## src/rtl/apb_obi_pkg.sv

```systemverilog
// Shared types and helpers for the APB-to-OBI bridge: FSM state encoding and
// the address window check.
package apb_obi_pkg;

  typedef enum logic [1:0] {
    S_IDLE = 2'd0,
    S_REQ  = 2'd1,
    S_RESP = 2'd2,
    S_DONE = 2'd3
  } state_e;

  // Widened to 64 bits so base+size cannot wrap for any 32-bit window.
  function automatic logic in_window(input logic [63:0] addr,
                                     input logic [63:0] base,
                                     input logic [63:0] size);
    return (addr >= base) && (addr < (base + size));
  endfunction

endpackage

```

## src/rtl/apb_to_obi_bridge.sv

```systemverilog
// APB completer that turns each APB transfer into one OBI transaction, with an
// address window check and sticky OBI handshake parity checking.
module apb_to_obi_bridge
  import apb_obi_pkg::*;
#(
  parameter int          APB_AW   = 32,
  parameter int          APB_DW   = 32,
  parameter int          OBI_AW   = 32,
  parameter int          OBI_DW   = 32,
  parameter int          OBI_IDW  = 1,
  parameter logic [31:0] WIN_BASE = 32'h0100_0000,
  parameter logic [31:0] WIN_SIZE = 32'h0001_0000
) (
  input  logic                  clk,
  input  logic                  reset_n,
  input  logic [APB_AW-1:0]     APB_PADDR,
  input  logic                  APB_PSEL,
  input  logic                  APB_PENABLE,
  input  logic                  APB_PWRITE,
  input  logic [APB_DW-1:0]     APB_PWDATA,
  input  logic [APB_DW/8-1:0]   APB_PSTRB,
  output logic [APB_DW-1:0]     APB_PRDATA,
  output logic                  APB_PREADY,
  output logic                  APB_PSLVERR,
  output logic                  obi_req,
  output logic                  obi_reqpar,
  output logic [OBI_AW-1:0]     obi_addr,
  output logic                  obi_we,
  output logic [OBI_DW/8-1:0]   obi_be,
  output logic [OBI_DW-1:0]     obi_wdata,
  output logic [OBI_IDW-1:0]    obi_aid,
  output logic                  obi_rready,
  output logic                  obi_rreadypar,
  input  logic                  obi_gnt,
  input  logic                  obi_gntpar,
  input  logic                  obi_rvalid,
  input  logic                  obi_rvalidpar,
  input  logic [OBI_DW-1:0]     obi_rdata,
  input  logic                  obi_err,
  input  logic [OBI_IDW-1:0]    obi_rid,
  output logic                  obi_par_err
);

  state_e                state_q, state_d;
  logic [OBI_AW-1:0]     addr_q, addr_d;
  logic                  we_q, we_d;
  logic [OBI_DW/8-1:0]   be_q, be_d;
  logic [OBI_DW-1:0]     wdata_q, wdata_d;
  logic [APB_DW-1:0]     rdata_q, rdata_d;
  logic                  err_q, err_d;
  logic                  req_q, req_d;
  logic                  rready_q, rready_d;
  logic                  pready_q, pready_d;
  logic                  pslverr_q, pslverr_d;
  logic                  par_err_q, par_err_d;
  logic                  setup;

  // Only a setup phase starts a transfer; PSEL+PENABLE seen in IDLE is ignored.
  assign setup = APB_PSEL && !APB_PENABLE;

  always_comb begin
    state_d   = state_q;
    addr_d    = addr_q;
    we_d      = we_q;
    be_d      = be_q;
    wdata_d   = wdata_q;
    rdata_d   = rdata_q;
    err_d     = err_q;
    case (state_q)
      S_IDLE: begin
        if (setup) begin
          addr_d  = OBI_AW'(APB_PADDR);
          we_d    = APB_PWRITE;
          be_d    = APB_PWRITE ? APB_PSTRB : '1;
          wdata_d = APB_PWDATA;
          if (in_window(64'(APB_PADDR), 64'(WIN_BASE), 64'(WIN_SIZE))) begin
            state_d = S_REQ;
          end else begin
            state_d = S_DONE;
            err_d   = 1'b1;
            rdata_d = '0;
          end
        end
      end
      S_REQ: begin
        if (obi_gnt) state_d = S_RESP;
      end
      S_RESP: begin
        if (obi_rvalid) begin
          rdata_d = we_q ? '0 : obi_rdata;
          err_d   = obi_err || (obi_rid != '0);
          state_d = S_DONE;
        end
      end
      S_DONE: state_d = S_IDLE;
      default: state_d = S_IDLE;
    endcase

    // Outputs are registered from the next state so they line up with it.
    req_d     = (state_d == S_REQ);
    rready_d  = (state_d == S_RESP);
    pready_d  = (state_d == S_DONE);
    pslverr_d = (state_d == S_DONE) && err_d;
    par_err_d = par_err_q || (obi_gntpar == obi_gnt) || (obi_rvalidpar == obi_rvalid);
  end

  always_ff @(posedge clk) begin
    if (!reset_n) begin
      state_q   <= S_IDLE;
      addr_q    <= '0;
      we_q      <= 1'b0;
      be_q      <= '0;
      wdata_q   <= '0;
      rdata_q   <= '0;
      err_q     <= 1'b0;
      req_q     <= 1'b0;
      rready_q  <= 1'b0;
      pready_q  <= 1'b0;
      pslverr_q <= 1'b0;
      par_err_q <= 1'b0;
    end else begin
      state_q   <= state_d;
      addr_q    <= addr_d;
      we_q      <= we_d;
      be_q      <= be_d;
      wdata_q   <= wdata_d;
      rdata_q   <= rdata_d;
      err_q     <= err_d;
      req_q     <= req_d;
      rready_q  <= rready_d;
      pready_q  <= pready_d;
      pslverr_q <= pslverr_d;
      par_err_q <= par_err_d;
    end
  end

  assign obi_req       = req_q;
  assign obi_reqpar    = ~req_q;
  assign obi_rready    = rready_q;
  assign obi_rreadypar = ~rready_q;
  assign obi_addr      = addr_q;
  assign obi_we        = we_q;
  assign obi_be        = be_q;
  assign obi_wdata     = wdata_q;
  assign obi_aid       = '0;
  assign APB_PRDATA    = rdata_q;
  assign APB_PREADY    = pready_q;
  assign APB_PSLVERR   = pslverr_q;
  assign obi_par_err   = par_err_q;

endmodule

```

## config.mk

```make
export PLATFORM = sky130hd
export DESIGN_NAME = apb_to_obi_bridge
export DESIGN_NICKNAME = d
export VERILOG_FILES = /design/src/rtl/apb_obi_pkg.sv /design/src/rtl/apb_to_obi_bridge.sv
export SDC_FILE = /design/constraint.sdc
export NUM_CORES = 1
export LEC_CHECK = 0
export CAP_MARGIN = 20
export CORE_UTILIZATION = 43
export CTS_CLUSTER_SIZE = 25
export DETAILED_ROUTE_END_ITERATION = 6
export PLACE_DENSITY_LB_ADDON = 0.05
export SETUP_SLACK_MARGIN = 0.3
export SLEW_MARGIN = 20
export SYNTH_ARGS = -nofsm -noshare
export SYNTH_HDL_FRONTEND = slang
export SYNTH_SLANG_ARGS = --single-unit
```

## constraint.sdc

```tcl
create_clock -name clk -period 3.7 [get_ports clk]
set_input_delay 0.925 -clock clk [delete_from_list [all_inputs] [get_ports clk]]
set_output_delay 0.925 -clock clk [all_outputs]
set_load 0.1 [all_outputs]
```

==> impl_metrics.yaml, run 1 <==
timing:
  post-route-min-period_ns: 2.82
  rsz0062_at_grt: "false"
  worst_slew_pin_slew_ns: 1.02
  hold_violations: 0
  finalSetupViolations: 0
  finalClockSkew_ns: 0.0127
  setup_tns_ns: 0
  fmax_mhz: 354
  slew_viol_final: 0
  fin_crit_sh_pct: 76.3
  slew_headroom_pct: 32.0
grt:
  grtUsageMet1_pct: 27.3
  antenna_found_initial: 0
  use_met3_pct: 6.36
  top_usage_layer: "met2"
  grt_pass1_vias: 4076
  grt_max_degree: 74
  grt.overflow.total: 0
  grt_pass1_wl_um: 19900
  grt.total_usage_pct: 22.8
  grt_use_met2_pct: 38.4
hold_path:
  hold_path_class: "register to register"
route:
  wl_um: 12000
  ant_nets: 0
  routed_via_density: 5.17
  dr.pass1.iters: 4
  remaining_drc_errors: 0
  drt_first_iter_violations: 176
  vias: 4257
  wl_per_cell_um: 14.5
synthesis:
  ys_types: 37
  synth.ff_latch_count: 109
  synthesis.area_um2: 4440
  syn_avg_cell_area_um2: 9.02
  async_flop_share_pct: 0
  synth_area_leaders: "dfxtp_1, nand2_1, a21boi_0"
  yosysTopAreaCell: "dfxtp_1"
  ys_seq_area_share_pct: 49.2
  syn_nets: 603
  yosys.area.top_type_share_pct: 49.2
  synth_cells: 492
  synth_edf_count: 0
  synth_warnings: 0
  ys.flop_type: "dfxtp_1"
final_layout:
  layout_common_cells: "clkdlybuf4s50_1, nand2_1, dfxtp_1, a21boi_0, a21oi_1"
  nets: 796
  drive_above_1_share_pct: 6.23
  instances_no_fill: 823
  area.growth.synth_to_final_pct: 53.3
  antenna_cells: 0
  fin_area_um2: 6810
  mostFrequentLayoutCell: "clkdlybuf4s50_1"
  fillerInstances: 816
floorplan:
  ios: 220
  die_area_um2: 10700
  die_y_um: 104
  die_width_um: 104
  floorplan.initialDensity_pct: 44.8
  core-area_um2: 9910
  rows: 36
cts:
  clock_latency_ns: 0.37
  cts_buffers: 9
  ctsResizeCount: 0
  path_clk_slew_ns: 0.10
  tritoncts: "built"
  hold_buffers: 0
  cts-root-buf: "clkbuf_8"
  cts.sinks: 109
  clk_path_buf_depth: 2
  post_cts_buffers: 0
  cts.htree.levels: 3
outcome:
  status: "completed"
worst_setup_path:
  path_buf_inv: 1
  worstPathArrival_ns: 1.90
  crit_chain: "clkdlybuf4s50_1"
  worst_path_largest_cell_delay_ns: 1.15
  slowest_stage: "clkdlybuf4s50_1"
  end_kind: "output pin"
  crit_path_start_kind: "register"
  cp.required_ns: 2.77
  cp_max_fo: 2
  worstSetupPathType: "register to output pin"
  cp_top_family: "buffers and inverters"
place:
  io_buffers: 218
  post_dp_cell_area_um2: 6630
  dpl.cell_count: 807
  place_hpwl_um: 8290
  gp_congestion: 0.740
power_and_ir_drop:
  finalPower_uw: 2840
  power_density_nw_per_um2: 417
  ir_drop_mv: 0.237
  power.leakage_uw: 0.00240
run:
  drv_cap: 0
[cell families after synthesis]
kind of cell | Yosys count | share of synthesized area, %
other cells | 1 | 0.0845
compound gates | 141 | 24.0
simple gates | 189 | 20.6
xor+xnor | 2 | 0.395
flops | 109 | 49.2
buf+inv | 49 | 5.52
mux | 1 | 0.225
[per-layer routing]
layer	wire [µm]	vias to the layer above
li1	-	2098
met1	5050	1995
met2	5860	150
met3	857	14
met4	194	0
met5	0	-
[flip-flops by register name, summed over array words and instances (netlist names), 2 cells and up]
name	cells
obi_wdata	32
APB_PRDATA	32
obi_be	4
obi_addr	32
state_q	2
[cell type report]
cell class              count  area [µm²]  area share [%]
clock buffers              11         141            2.08
clock inverters             5        35.0           0.515
inverters                   5        18.8           0.276
multi-input cells         334        2020            29.7
flip-flops and latches    109        2180            32.1
well taps                 133         166            2.44
repair buffers            226        2240            32.9
[path summary, 6_finish.rpt]
path | from | end | slack [ns] | depth (start not counted)
worst max register to register | state_q[1]$_SDFF_PN0_ | APB_PRDATA[12]$_SDFFE_PN0P_ | 1.77 | 5
worst max-delay path | obi_rready$_SDFF_PN0_ | obi_rready | 0.88 | 1
worst min-delay path | obi_addr[5]$_SDFFE_PN0P_ | obi_addr[5]$_SDFFE_PN0P_ | 0.47 | 2
worst min register to register | obi_addr[5]$_SDFFE_PN0P_ | obi_addr[5]$_SDFFE_PN0P_ | 0.47 | 2
[Yosys cell counts (2+ instances only)]
cell	number
a21boi_0	65
a21oi_1	33
a221oi_1	26
a221oi_2	6
buf_2	10
buf_4	5
buf_6	4
clkbuf_1	25
dfxtp_1	109
inv_1	5
nand2_1	131
nand2b_1	2
nand3b_1	5
nor2_1	5
nor3b_1	32
nor4_1	3
o211a_1	4
o21ai_0	2
xnor2_1	2
[through the flow]
step / setup slack, ns / utilization, % / hold slack, ns
after global placement: 0.743 / 66.6 / 0.449
after global routing: 0.820 / 68.7 / 0.496
final: 0.879 / 68.7 / 0.469
after CTS: 0.852 / 68.7 / 0.472
after detailed placement: 0.671 / 66.9 / 0.457
after floorplan: 1.16 / - / 0.586
[where the power goes]
part	switching [µW]	leakage, µW	internal [µW]
clock network	399	0.0000897	265
logic	620	0.00142	289
registers	34.7	0.000887	1230
Note: power is estimated with default switching activity, not from simulation.
==> inputs of run 2 (changes only) <==
CORE_UTILIZATION = 36   (was 43)
clock period = 2.3 ns   (was 3.7 ns; I/O delays follow)
==> run 2 against run 1 <==
Critical path type is now input port to register. Largest cell class is now flip-flops and latches. Largest power group unchanged. Clock power up 140%. Clock-buffer cell count up 1. Clock skew down 0.0078 ns.
==> impl_metrics.yaml, run 2 (synthesis results as in run 1) <==
grt:
  grt_max_degree: 72
  antenna_found_initial: 0
  grt_pass1_vias: 3921
  grt_pass1_wl_um: 19400
  grt.overflow.total: 0
  grt.total_usage_pct: 19.2
route:
  wl_per_cell_um: 15.2
  wl_um: 12800
  routed_via_density: 5.02
  vias: 4226
  ant_nets: 0
  remaining_drc_errors: 0
  dr.pass1.iters: 4
  drt_first_iter_violations: 175
cts:
  clock_latency_ns: 0.34
  clk_path_buf_depth: 2
  post_cts_buffers: 0
  cts-root-buf: "clkbuf_16"
  cts_buffers: 9
  path_clk_slew_ns: 0.07
  tritoncts: "built"
  cts.sinks: 109
  hold_buffers: 0
  cts.htree.levels: 3
timing:
  hold_violations: 0
  fin_crit_sh_pct: 85.5
  rsz0062_at_grt: "true"
  fmax_mhz: 508
  post-route-min-period_ns: 1.97
  finalClockSkew_ns: 0.00488
  finalSetupViolations: 0
  fin_hold_ws_ns: 0.461
  worst_slew_pin_slew_ns: 0.637
  slew_headroom_pct: 57.5
  slew_viol_final: 0
outcome:
  status: "completed"
worst_setup_path:
  crit_path_start_kind: "input port"
  worstSetupPathType: "input port to register"
  r2r_slack_ns: 0.59
  worst_path_largest_cell_delay_ns: 0.51
  end_kind: "register"
  cp_max_fo: 32
  cp.required_ns: 2.52
  crit_chain: "clkdlybuf4s50_1, or3b_1, a21o_1, buf_12, a221oi_1, nor3b_1"
  slowest_stage: "clkdlybuf4s50_1"
  worstPathArrival_ns: 2.19
power_and_ir_drop:
  ir_drop_mv: 0.370
  power.leakage_uw: 0.00272
  power_density_nw_per_um2: 744
final_layout:
  antenna_cells: 0
  layout_common_cells: "nand2_1, buf_4, clkdlybuf4s50_1, dfxtp_1, a21boi_0"
  instances_no_fill: 841
  mostFrequentLayoutCell: "nand2_1"
  fillerInstances: 1078
  final_util_pct: 57.1
  drive_above_1_share_pct: 22.8
  nets: 800
  area.growth.synth_to_final_pct: 54.5
floorplan:
  die_width_um: 113
  die_y_um: 113
  floorplan.initialDensity_pct: 37.0
  die_area_um2: 12800
  rows: 40
  core-area_um2: 12000
  ios: 220
place:
  io_buffers: 218
  dpl.cell_count: 823
  gp_congestion: 0.736
  place_hpwl_um: 8570
hold_path:
  hold_path_class: "register to register"
run:
  drv_cap: 0
==> run 2: cell types whose count changed in the layout (fill, tap and decap cells not counted), sizes merged <==
cell and delta:
clkinvlp +1, clkbuf +3, inv -3, bufinv +1
buf +104, clkdlybuf4s50 -102
==> run 2: report_power, final <==
| part | leakage [µW] | internal (µW) | switching (µW) |
|---|---|---|---|
| Combinational | 0.00167 | 455 | 1010 |
| Sequential | 0.000888 | 1980 | 57.3 |
| Clock | 0.000158 | 928 | 668 |
==> run 2: worst max-delay path: cells and delay by family <==
family / cells / cell delay, ns
simple gates: 2 / 0.45
compound gates: 2 / 0.46
buf+inv: 2 / 0.68
==> run 2: cell type report <==
| class | count | area (µm²) | area share [%] |
|---|---|---|---|
| Multi-Input combinational cell | 334 | 2050 | 29.8 |
| Timing Repair Buffer | 230 | 2110 | 30.7 |
| Clock inverter | 4 | 45.0 | 0.657 |
| Sequential cell | 109 | 2180 | 31.8 |
| Clock buffer | 12 | 267 | 3.88 |
| Tap cell | 147 | 184 | 2.68 |
| Inverter | 5 | 26.3 | 0.383 |
==> run 2: what timing repair did <==
action / in CTS / in global routing
pin swaps: 0 / 3
endpoints found under the setup margin: 1 / 29
gates cloned: 0 / 2
resized for setup: 1 / 5
==> run 2: worst paths after layout <==
path	start	end	cells past startpoint
hold reg to reg	obi_addr[1]$_SDFFE_PN0P_	obi_addr[1]$_SDFFE_PN0P_	2
setup / recovery	APB_PSEL	APB_PRDATA[15]$_SDFFE_PN0P_	6
setup reg to reg	state_q[1]$_SDFF_PN0_	APB_PRDATA[15]$_SDFFE_PN0P_	4
hold / removal	obi_addr[1]$_SDFFE_PN0P_	obi_addr[1]$_SDFFE_PN0P_	2
==> run 2: per-layer routing <==
metal	vias up	wire length [µm]	global-route usage, %
li1	2106	-	-
met1	1957	5530	23.2
met2	146	6070	31.5
met3	17	902	5.95
met4	0	263	8.42
met5	-	0	0
==> run 2: metrics by stage <==
step / power [µW] / cell area [µm²] / setup TNS (ns) / setup WS, ns
3_5_place_dp: 3550 / 6470 / -0.651 / -0.0631
5_1_grt: 5330 / 6860 / 0 / 0.274
3_3_place_gp: 3530 / 6470 / -0.0111 / -0.00858
6_report: 5100 / 6860 / 0 / 0.332
4_1_cts: 5170 / 6790 / 0 / 0.312
2_1_floorplan: 3090 / 4450 / 0 / 0.463
